$ cat config.mk
export PLATFORM = sky130hd
export DESIGN_NAME = ebi_write_dispatcher
export DESIGN_NICKNAME = d
export VERILOG_FILES = /design/src/rtl/ebi_pkg.sv /design/src/rtl/sync_fifo.sv /design/src/rtl/ebi_write_dispatcher.sv
export SDC_FILE = /design/constraint.sdc
export NUM_CORES = 1
export LEC_CHECK = 0
export ABC_AREA = 0
export CORE_UTILIZATION = 45
export CTS_BUF_LIST = sky130_fd_sc_hd__clkbuf_4
export DETAILED_ROUTE_END_ITERATION = 10
export GPL_ROUTABILITY_DRIVEN = 0
export MAX_ROUTING_LAYER = met4
export PLACE_DENSITY = 0.7
export SKIP_CTS_REPAIR_TIMING = 1
export SYNTH_ARGS = -nofsm -noshare
export SYNTH_HDL_FRONTEND = slang
export SYNTH_SLANG_ARGS = --single-unit
$ cat constraint.sdc
create_clock -name clk -period 10.1 [get_ports clk]
set_input_delay 1.01 -clock clk [delete_from_list [all_inputs] [get_ports clk]]
set_output_delay 1.01 -clock clk [all_outputs]
set_load 0.05 [all_outputs]
$ cat src/rtl/ebi_pkg.sv
`default_nettype none
// +--------------------------------------------------------------------------+
// | Module   : ebi_pkg                                                       |
// | Brief    : Shared region decode and control-register constants.          |
// | Revision : 1.0                                                           |
// +--------------------------------------------------------------------------+
package ebi_pkg;

    typedef enum logic [1:0] {
        REGION_VRAM = 2'b00,
        REGION_OAM  = 2'b01,
        REGION_PAL  = 2'b10,
        REGION_CTRL = 2'b11
    } region_t;

    localparam int REGION_MSB = 15;
    localparam int REGION_LSB = 14;

    localparam logic [1:0] CTRL_OFS     = 2'd0;
    localparam logic [1:0] SCROLL_X_OFS = 2'd1;
    localparam logic [1:0] SCROLL_Y_OFS = 2'd2;

    localparam int CTRL_OVF_CLR_BIT = 15;
    localparam int CTRL_DISP_EN_BIT = 0;

endpackage
`default_nettype wire

$ cat src/rtl/sync_fifo.sv
`default_nettype none
// +--------------------------------------------------------------------------+
// | Module   : sync_fifo                                                     |
// | Brief    : Single-clock FIFO with occupancy count, show-ahead read.       |
// | Revision : 1.0                                                           |
// +--------------------------------------------------------------------------+
module sync_fifo #(
    parameter int WIDTH = 32,
    parameter int DEPTH = 8
) (
    input  logic                     clk,
    input  logic                     reset,
    input  logic                     push,
    input  logic [WIDTH-1:0]         wr_data,
    input  logic                     pop,
    output logic [WIDTH-1:0]         rd_data,
    output logic                     full,
    output logic                     empty,
    output logic [$clog2(DEPTH):0]   level
);

    localparam int                c_AW    = $clog2(DEPTH);
    localparam logic [c_AW:0]     c_DEPTH = (c_AW+1)'(DEPTH);

    logic [WIDTH-1:0] r_mem [DEPTH];
    logic [c_AW-1:0]  r_wr_ptr;
    logic [c_AW-1:0]  r_rd_ptr;
    logic [c_AW:0]    r_count;
    logic             w_do_push;
    logic             w_do_pop;

    assign full    = (r_count == c_DEPTH);
    assign empty   = (r_count == '0);
    assign level   = r_count;
    assign rd_data = r_mem[r_rd_ptr];

    // A simultaneous pop frees the slot, so a push into a full FIFO still lands.
    assign w_do_pop  = pop && !empty;
    assign w_do_push = push && (!full || w_do_pop);

    always_ff @(posedge clk) begin
        if (w_do_push) begin
            r_mem[r_wr_ptr] <= wr_data;
        end
    end

    always_ff @(posedge clk) begin
        if (reset) begin
            r_wr_ptr <= '0;
            r_rd_ptr <= '0;
            r_count  <= '0;
        end else begin
            if (w_do_push) begin
                r_wr_ptr <= r_wr_ptr + 1'b1;
            end
            if (w_do_pop) begin
                r_rd_ptr <= r_rd_ptr + 1'b1;
            end
            case ({w_do_push, w_do_pop})
                2'b10:   r_count <= r_count + 1'b1;
                2'b01:   r_count <= r_count - 1'b1;
                default: r_count <= r_count;
            endcase
        end
    end

endmodule
`default_nettype wire

$ cat src/rtl/ebi_write_dispatcher.sv
`default_nettype none
// +--------------------------------------------------------------------------+
// | Module   : ebi_write_dispatcher                                          |
// | Brief    : Buffers EBI writes, routes them to VRAM/OAM/palette ports or   |
// |            the local display control registers.                          |
// | Revision : 1.0                                                           |
// +--------------------------------------------------------------------------+
module ebi_write_dispatcher
    import ebi_pkg::*;
#(
    parameter int FIFO_DEPTH = 8,
    parameter int ADDR_W     = 16,
    parameter int DATA_W     = 16
) (
    input  logic                          clk,
    input  logic                          reset,
    input  logic [ADDR_W-1:0]             address_in,
    input  logic [DATA_W-1:0]             data_in,
    input  logic                          data_ready,
    output logic [ADDR_W-3:0]             mem_addr,
    output logic [DATA_W-1:0]             mem_data,
    output logic                          vram_we,
    output logic                          oam_we,
    output logic                          pal_we,
    input  logic                          mem_ready,
    output logic                          display_enable,
    output logic [DATA_W-1:0]             scroll_x,
    output logic [DATA_W-1:0]             scroll_y,
    output logic                          overflow,
    output logic [$clog2(FIFO_DEPTH):0]   fifo_level
);

    localparam int        c_FIFO_W = ADDR_W + DATA_W;
    localparam logic [0:0] S_IDLE  = 1'b0;
    localparam logic [0:0] S_ISSUE = 1'b1;

    logic [0:0]          r_state;
    logic [0:0]          w_state_nxt;
    logic [c_FIFO_W-1:0] w_head;
    logic [ADDR_W-1:0]   w_head_addr;
    logic [DATA_W-1:0]   w_head_data;
    region_t             w_head_region;
    logic                w_empty;
    logic                w_full;
    logic                w_pop;
    logic                w_drop;
    region_t             r_region;
    logic [ADDR_W-3:0]   r_mem_addr;
    logic [DATA_W-1:0]   r_mem_data;
    logic                r_display_enable;
    logic [DATA_W-1:0]   r_scroll_x;
    logic [DATA_W-1:0]   r_scroll_y;
    logic                r_overflow;

    sync_fifo #(
        .WIDTH (c_FIFO_W),
        .DEPTH (FIFO_DEPTH)
    ) u_fifo (
        .clk     (clk),
        .reset   (reset),
        .push    (data_ready),
        .wr_data ({address_in, data_in}),
        .pop     (w_pop),
        .rd_data (w_head),
        .full    (w_full),
        .empty   (w_empty),
        .level   (fifo_level)
    );

    assign w_head_addr   = w_head[c_FIFO_W-1:DATA_W];
    assign w_head_data   = w_head[DATA_W-1:0];
    assign w_head_region = region_t'(w_head_addr[REGION_MSB:REGION_LSB]);
    assign w_pop         = (r_state == S_IDLE) && !w_empty;
    assign w_drop        = data_ready && w_full && !w_pop;

    always_ff @(posedge clk) begin
        if (reset) begin
            r_state <= S_IDLE;
        end else begin
            r_state <= w_state_nxt;
        end
    end

    always_comb begin
        w_state_nxt = r_state;
        case (r_state)
            S_IDLE: begin
                if (!w_empty && (w_head_region != REGION_CTRL)) begin
                    w_state_nxt = S_ISSUE;
                end
            end
            S_ISSUE: begin
                if (mem_ready) begin
                    w_state_nxt = S_IDLE;
                end
            end
            default: w_state_nxt = S_IDLE;
        endcase
    end

    // Only memory-region pops load the issue registers, keeping them stable in ISSUE.
    always_ff @(posedge clk) begin
        if (reset) begin
            r_region   <= REGION_VRAM;
            r_mem_addr <= '0;
            r_mem_data <= '0;
        end else if (w_pop && (w_head_region != REGION_CTRL)) begin
            r_region   <= w_head_region;
            r_mem_addr <= w_head_addr[ADDR_W-3:0];
            r_mem_data <= w_head_data;
        end
    end

    always_ff @(posedge clk) begin
        if (reset) begin
            r_display_enable <= 1'b0;
            r_scroll_x       <= '0;
            r_scroll_y       <= '0;
            r_overflow       <= 1'b0;
        end else begin
            if (w_pop && (w_head_region == REGION_CTRL)) begin
                case (w_head_addr[1:0])
                    CTRL_OFS: begin
                        r_display_enable <= w_head_data[CTRL_DISP_EN_BIT];
                        if (w_head_data[CTRL_OVF_CLR_BIT]) begin
                            r_overflow <= 1'b0;
                        end
                    end
                    SCROLL_X_OFS: r_scroll_x <= w_head_data;
                    SCROLL_Y_OFS: r_scroll_y <= w_head_data;
                    default: ;
                endcase
            end
            // A drop in the same cycle as a clear leaves the flag set.
            if (w_drop) begin
                r_overflow <= 1'b1;
            end
        end
    end

    assign vram_we        = (r_state == S_ISSUE) && (r_region == REGION_VRAM);
    assign oam_we         = (r_state == S_ISSUE) && (r_region == REGION_OAM);
    assign pal_we         = (r_state == S_ISSUE) && (r_region == REGION_PAL);
    assign mem_addr       = r_mem_addr;
    assign mem_data       = r_mem_data;
    assign display_enable = r_display_enable;
    assign scroll_x       = r_scroll_x;
    assign scroll_y       = r_scroll_y;
    assign overflow       = r_overflow;

endmodule
`default_nettype wire

# Word level (Yosys, flattened, before mapping)
# Memories as Yosys holds them, arrays and structs flattened. A register that Yosys moved wholly into a read port is not among the register bits.
# Cells that the tools add are included.
[word_totals]
ramBits = 256
memories = 1
rom_bits = 0
output_inout_bits = 71
regBits = 77
latch_bits = 0
in_bits = 36
elab_cells = 64
[op_classes]
n_lt_le_gt_ge = 0
n_reduce_logical = 26
div = 0
n_mul = 0
n_shift = 0
n_eq_ne = 9
muxes = 12
add_sub_neg = 4
bitwise_logic = 1
[mem_list]
columns = ["memory", "words", "width", "rd", "rd_ports_with_merged_regs", "write_ports", "line", "rtl"]
rows = [
  ["u_fifo.r_mem", 8, 32, 1, 1, 1, "sync_fifo.sv:25", "logic [WIDTH-1:0] r_mem [DEPTH];"],
]
[ops]
columns = ["op", "n"]
rows = [
  ["1-bit logical AND", 11],
  ["2-bit equality test (second input constant)", 4],
  ["1-bit 2-to-1 mux", 8],
  ["4-bit one-hot mux with 2 select lines", 1],
  ["2-bit nonzero test", 4],
  ["3-bit by 1-bit adder with 3-bit output (second input constant)", 2],
  ["2-bit by 1-bit equality test with 1-bit output (second input constant)", 3],
  ["3-bit 2-to-1 mux", 2],
  ["2-bit AND reduction", 3],
  ["4-bit by 1-bit adder with 4-bit output (second input constant)", 1],
  ["4-bit equality test (second input constant)", 1],
  ["2-bit logical NOT", 2],
  ["4-bit logical NOT", 1],
  ["4-bit by 1-bit subtractor with 4-bit output (second input constant)", 1],
  ["1-bit logical NOT", 3],
  ["3-bit AND reduction", 1],
  ["2-bit != test (second input constant)", 1],
  ["1-bit one-hot mux with 2 select lines", 1],
  ["1-bit logical OR", 1],
  ["1-bit inverter", 1],
]

# Longest topological paths before layout
[depth]
depth_word = 8
depth_mapped = 11
depth_no_buf = 10

# Cells and area by module
# Synthesis repeated with hierarchy kept, for this count alone.
[hier_totals]
hier_cells = 733
hier_area_um2 = 13115.1
[by_module_without_submodules]
columns = ["mod", "seq_area_each_um2", "area_per_inst_um2", "cells_per_inst", "n_inst"]
rows = [
  ["sync_fifo", 7947.6, 10503.8, 453, 1],
  ["ebi_write_dispatcher", 1341.3, 2611.3, 280, 1],
]

# Least setup slack after synthesis
# OpenSTA, ideal clock, no wires.
[synth_timing]
kind = "input port to flip-flop"
from = "input port data_ready"
to = "memory u_fifo.r_mem[0][0], enable pin"
required_time_ps = 9639
path_slack_ps = 5942
n_path_buf = 0
path_stages = 4
setup_time_ps = 461
arrival_ps = 3696
cell_sequence = "inv_1 -> a31oi_1 -> nand2b_1 -> nor3_1"
[synth_between]
elab_chain_cells = 3
[synth_lines]
columns = ["element", "line", "rtl"]
rows = [
  ["start: declaration", "ebi_write_dispatcher.sv:19", "input logic data_ready,"],
  ["1-bit logical AND", "sync_fifo.sv:39", "assign w_do_push = push && (!full || w_do_pop);"],
  ["1-bit 2-to-1 mux", "sync_fifo.sv:42", "if (w_do_push) begin"],
  ["1-bit 2-to-1 mux (not written as such)", "sync_fifo.sv:43", "r_mem[r_wr_ptr] <= wr_data;"],
  ["end: declaration", "sync_fifo.sv:25", ""],
]
# No other way between the ends.

==> flow_metrics.env <==
export IMPL_p_leak_nw=5.07
export IMPL_finalInstanceArea_um2=15400
export IMPL_cap_violations=0
export IMPL_async_flop_share_pct=0
export IMPL_dp_cells=1162
export IMPL_ys_warn_count=0
export IMPL_antenna_found_initial=1
export IMPL_core_area_um2=28000
export IMPL_grt_max_degree=95
export IMPL_avgViaCountPerCell=5.21
export IMPL_io_buffers=106
export IMPL_synth_enable_flop_cells=256
export IMPL_io_pins=107
export IMPL_grt_pass1_wl_um=38300
export IMPL_die_area_um2=29400
export IMPL_yosysSeqAreaShare_pct=72.0
export IMPL_cts_root_buf="clkbuf_4"
export IMPL_nets=911
export IMPL_wl_per_cell_um=18.9
export IMPL_min_from="u_fifo.r_wr_ptr[0]"
export IMPL_fin_cells=1304
export IMPL_cts_tree="yes"
export IMPL_area_growth_pct=19.5
export IMPL_yosysTopAreaCellShare_pct=59.6
export IMPL_clkSinkCount=336
export IMPL_power_density_nw_per_um2=251
export IMPL_syn_area_um2=12900
export IMPL_fin_crit_ns=3.44
export IMPL_finish_utilization_pct=55.0
export IMPL_holdWs_ns=0.508
export IMPL_fmax_mhz=291
export IMPL_synth_cell_types=46
export IMPL_htree_levels=3
export IMPL_track_usage_pct=18.0
export IMPL_required_ns=10.66
export IMPL_fin_total_pwr_mw=3.87
export IMPL_drive_gt1_share_pct=27.4
export IMPL_worstPathArrival_ns=4.01
export IMPL_crit_path_start_kind="register"
export IMPL_outcome="finished, final reports clean"
export IMPL_power_share_switching_pct=32.2
export IMPL_die_width_um=171
export IMPL_initial_core_util_pct=46.1
export IMPL_p_int_mw=2.62
export IMPL_drt_iter0_drc=425
export IMPL_setup_viol_count_final=0
export IMPL_irDropWorstVdd_uv=150
export IMPL_syn_avg_cell_area_um2=18.2
export IMPL_pre_cts_ws_ns=6.43
export IMPL_finalHoldViolations=0
export IMPL_first_global_vias=7052
export IMPL_setup_tns_ns=0
export IMPL_clkLatencyLatePin_ns=0.68
export IMPL_row_count=61
export IMPL_yosys_top_cells_count="256 x edfxtp_1, 80 x dfxtp_1, 56 x mux4_2"
export IMPL_slew_violations=0
export IMPL_p_comb_share_pct=28.3
export IMPL_synth_seq_cells=336
export IMPL_synth_nets=751
export IMPL_die_y_um=171
export IMPL_worst_pin_slew_ns=1.21
export IMPL_switching_power_mw=1.25
export IMPL_synth_area_leaders="edfxtp_1 60%, dfxtp_1 12%, mux4_2 9.8%"
export IMPL_placed_area_um2=14400
export IMPL_sequentialPowerShare_pct=43.2
export IMPL_synthCells=710
export IMPL_setup_ws_ns=6.66
export IMPL_synth_most_common_cell="edfxtp_1"
export IMPL_wl_um=24700
export IMPL_dr_pass1_iters=5
export IMPL_drc_errors=0
export IMPL_crit_type="register to register"
export IMPL_end_kind="register"
export IMPL_gr_total_overflow=0
export IMPL_route_vias_total=6798
export IMPL_fin_skew_ns=0.0367
export IMPL_finalCritPeriodShare_pct=34.1
export IMPL_yosys_area_top_type="edfxtp_1"
export IMPL_cts_made_buffers=84
export IMPL_dpl_hpwl_um=14300
export IMPL_crit_fanout=37
export IMPL_antenna_left=0
export IMPL_p_clk_share_pct=28.5
export IMPL_clkTransAtPathRegs_ns=0.06
export IMPL_rsz0062_at_grt="no"
export IMPL_hold_class="register to register"
export IMPL_cts_buffer_depth=3
export IMPL_synth_flop_cell="edfxtp_1"
export IMPL_slew_headroom_pct=19.0
==> power groups by stage <==
| stage | registers [mW] | clock network, mW | logic (mW) |
|---|---|---|---|
| floorplan | 1.86 | 0 | 0.634 |
| global placement | 1.70 | 0 | 1.09 |
| detailed placement | 1.70 | 0 | 1.10 |
| CTS | 1.67 | 1.14 | 1.11 |
| global route | 1.69 | 1.20 | 1.17 |
| finish | 1.67 | 1.10 | 1.09 |
==> worst max-delay path, stage by stage (launching register included) <==
cell,delay (ns)
dfxtp_4,0.73
buf_4,0.72
mux2_2,0.46
nand3b_4,0.18
nor3_4,0.78
mux2_2,0.41
==> sequential cells by signal, indices dropped and copies added, names as in the netlist, named ones only <==
name and count:
scroll_x 16, overflow 1, u_fifo.level 4, u_fifo.r_mem 256
u_fifo.r_rd_ptr 3, r_state 1, r_region 2, scroll_y 16
u_fifo.r_wr_ptr 3, mem_data 16, display_enable 1, mem_addr 14
==> logic make-up (layout without fill, tap and decap cells) <==
logic type      count (synthesis)  after routing  synth area share [%]
compound gates                 52             52                  2.83
xor+xnor                        7              7                 0.475
fa+ha+maj                       5              5                 0.485
buf+inv                        42            257                  1.62
flops                         336            336                  72.0
mux                           133            133                  17.0
other cells                     0              1                     0
simple gates                  135            135                  5.66
==> layout by cell type (no fill, tap or decap), drive strengths merged, types with 2 or more instances in the layout <==
master         synthesis  layout
a211oi                29      29
a21oi                  7       7
a22o                   2       2
a22oi                  4       4
a31oi                  2       2
and3b                  3       3
buf                   18       9
clkbuf                22     131
clkdlybuf4s50          0     105
clkinv                 0       4
clkinvlp               0       3
dfxtp                 80      80
edfxtp               256     256
ha                     5       5
inv                    2       5
mux2                  35      35
mux2i                 38      38
mux4                  60      60
nand2                  8       8
nand2b                 4       4
nand3                  2       2
nand3b                 2       2
nor2                  35      35
nor2b                 37      37
nor3                  38      38
nor3b                  2       2
o21ai                  4       4
xnor2                  2       2
xor2                   5       5
==> area by class of cell <==
| class | instances | area (µm²) |
|---|---|---|
| Inverter | 2 | 7.51 |
| Antenna cell | 1 | 2.50 |
| Fill cell | 2290 | 12600 |
| Sequential cell | 336 | 9300 |
| Clock buffer | 131 | 983 |
| Multi-Input combinational cell | 332 | 3470 |
| Timing Repair Buffer | 114 | 1120 |
| Clock inverter | 10 | 72.6 |
| Tap cell | 378 | 473 |
==> routing by layer <==
layer / track usage [%] / routed length (µm)
met2: 28.4 / 11800
met1: 23.1 / 11100
met4: 6.56 / 401
met3: 3.82 / 1380
met5: - / 0
==> path summary, 6_finish.rpt <==
path	end	slack, ns	cells past startpoint
worst max-delay path	scroll_y[4]	6.66	5
worst max register to register	scroll_y[4]	6.66	5
worst min-delay path	u_fifo.r_wr_ptr[0]	0.51	2
worst min register to register	u_fifo.r_wr_ptr[0]	0.51	2
(Power assumes the default switching activity.)
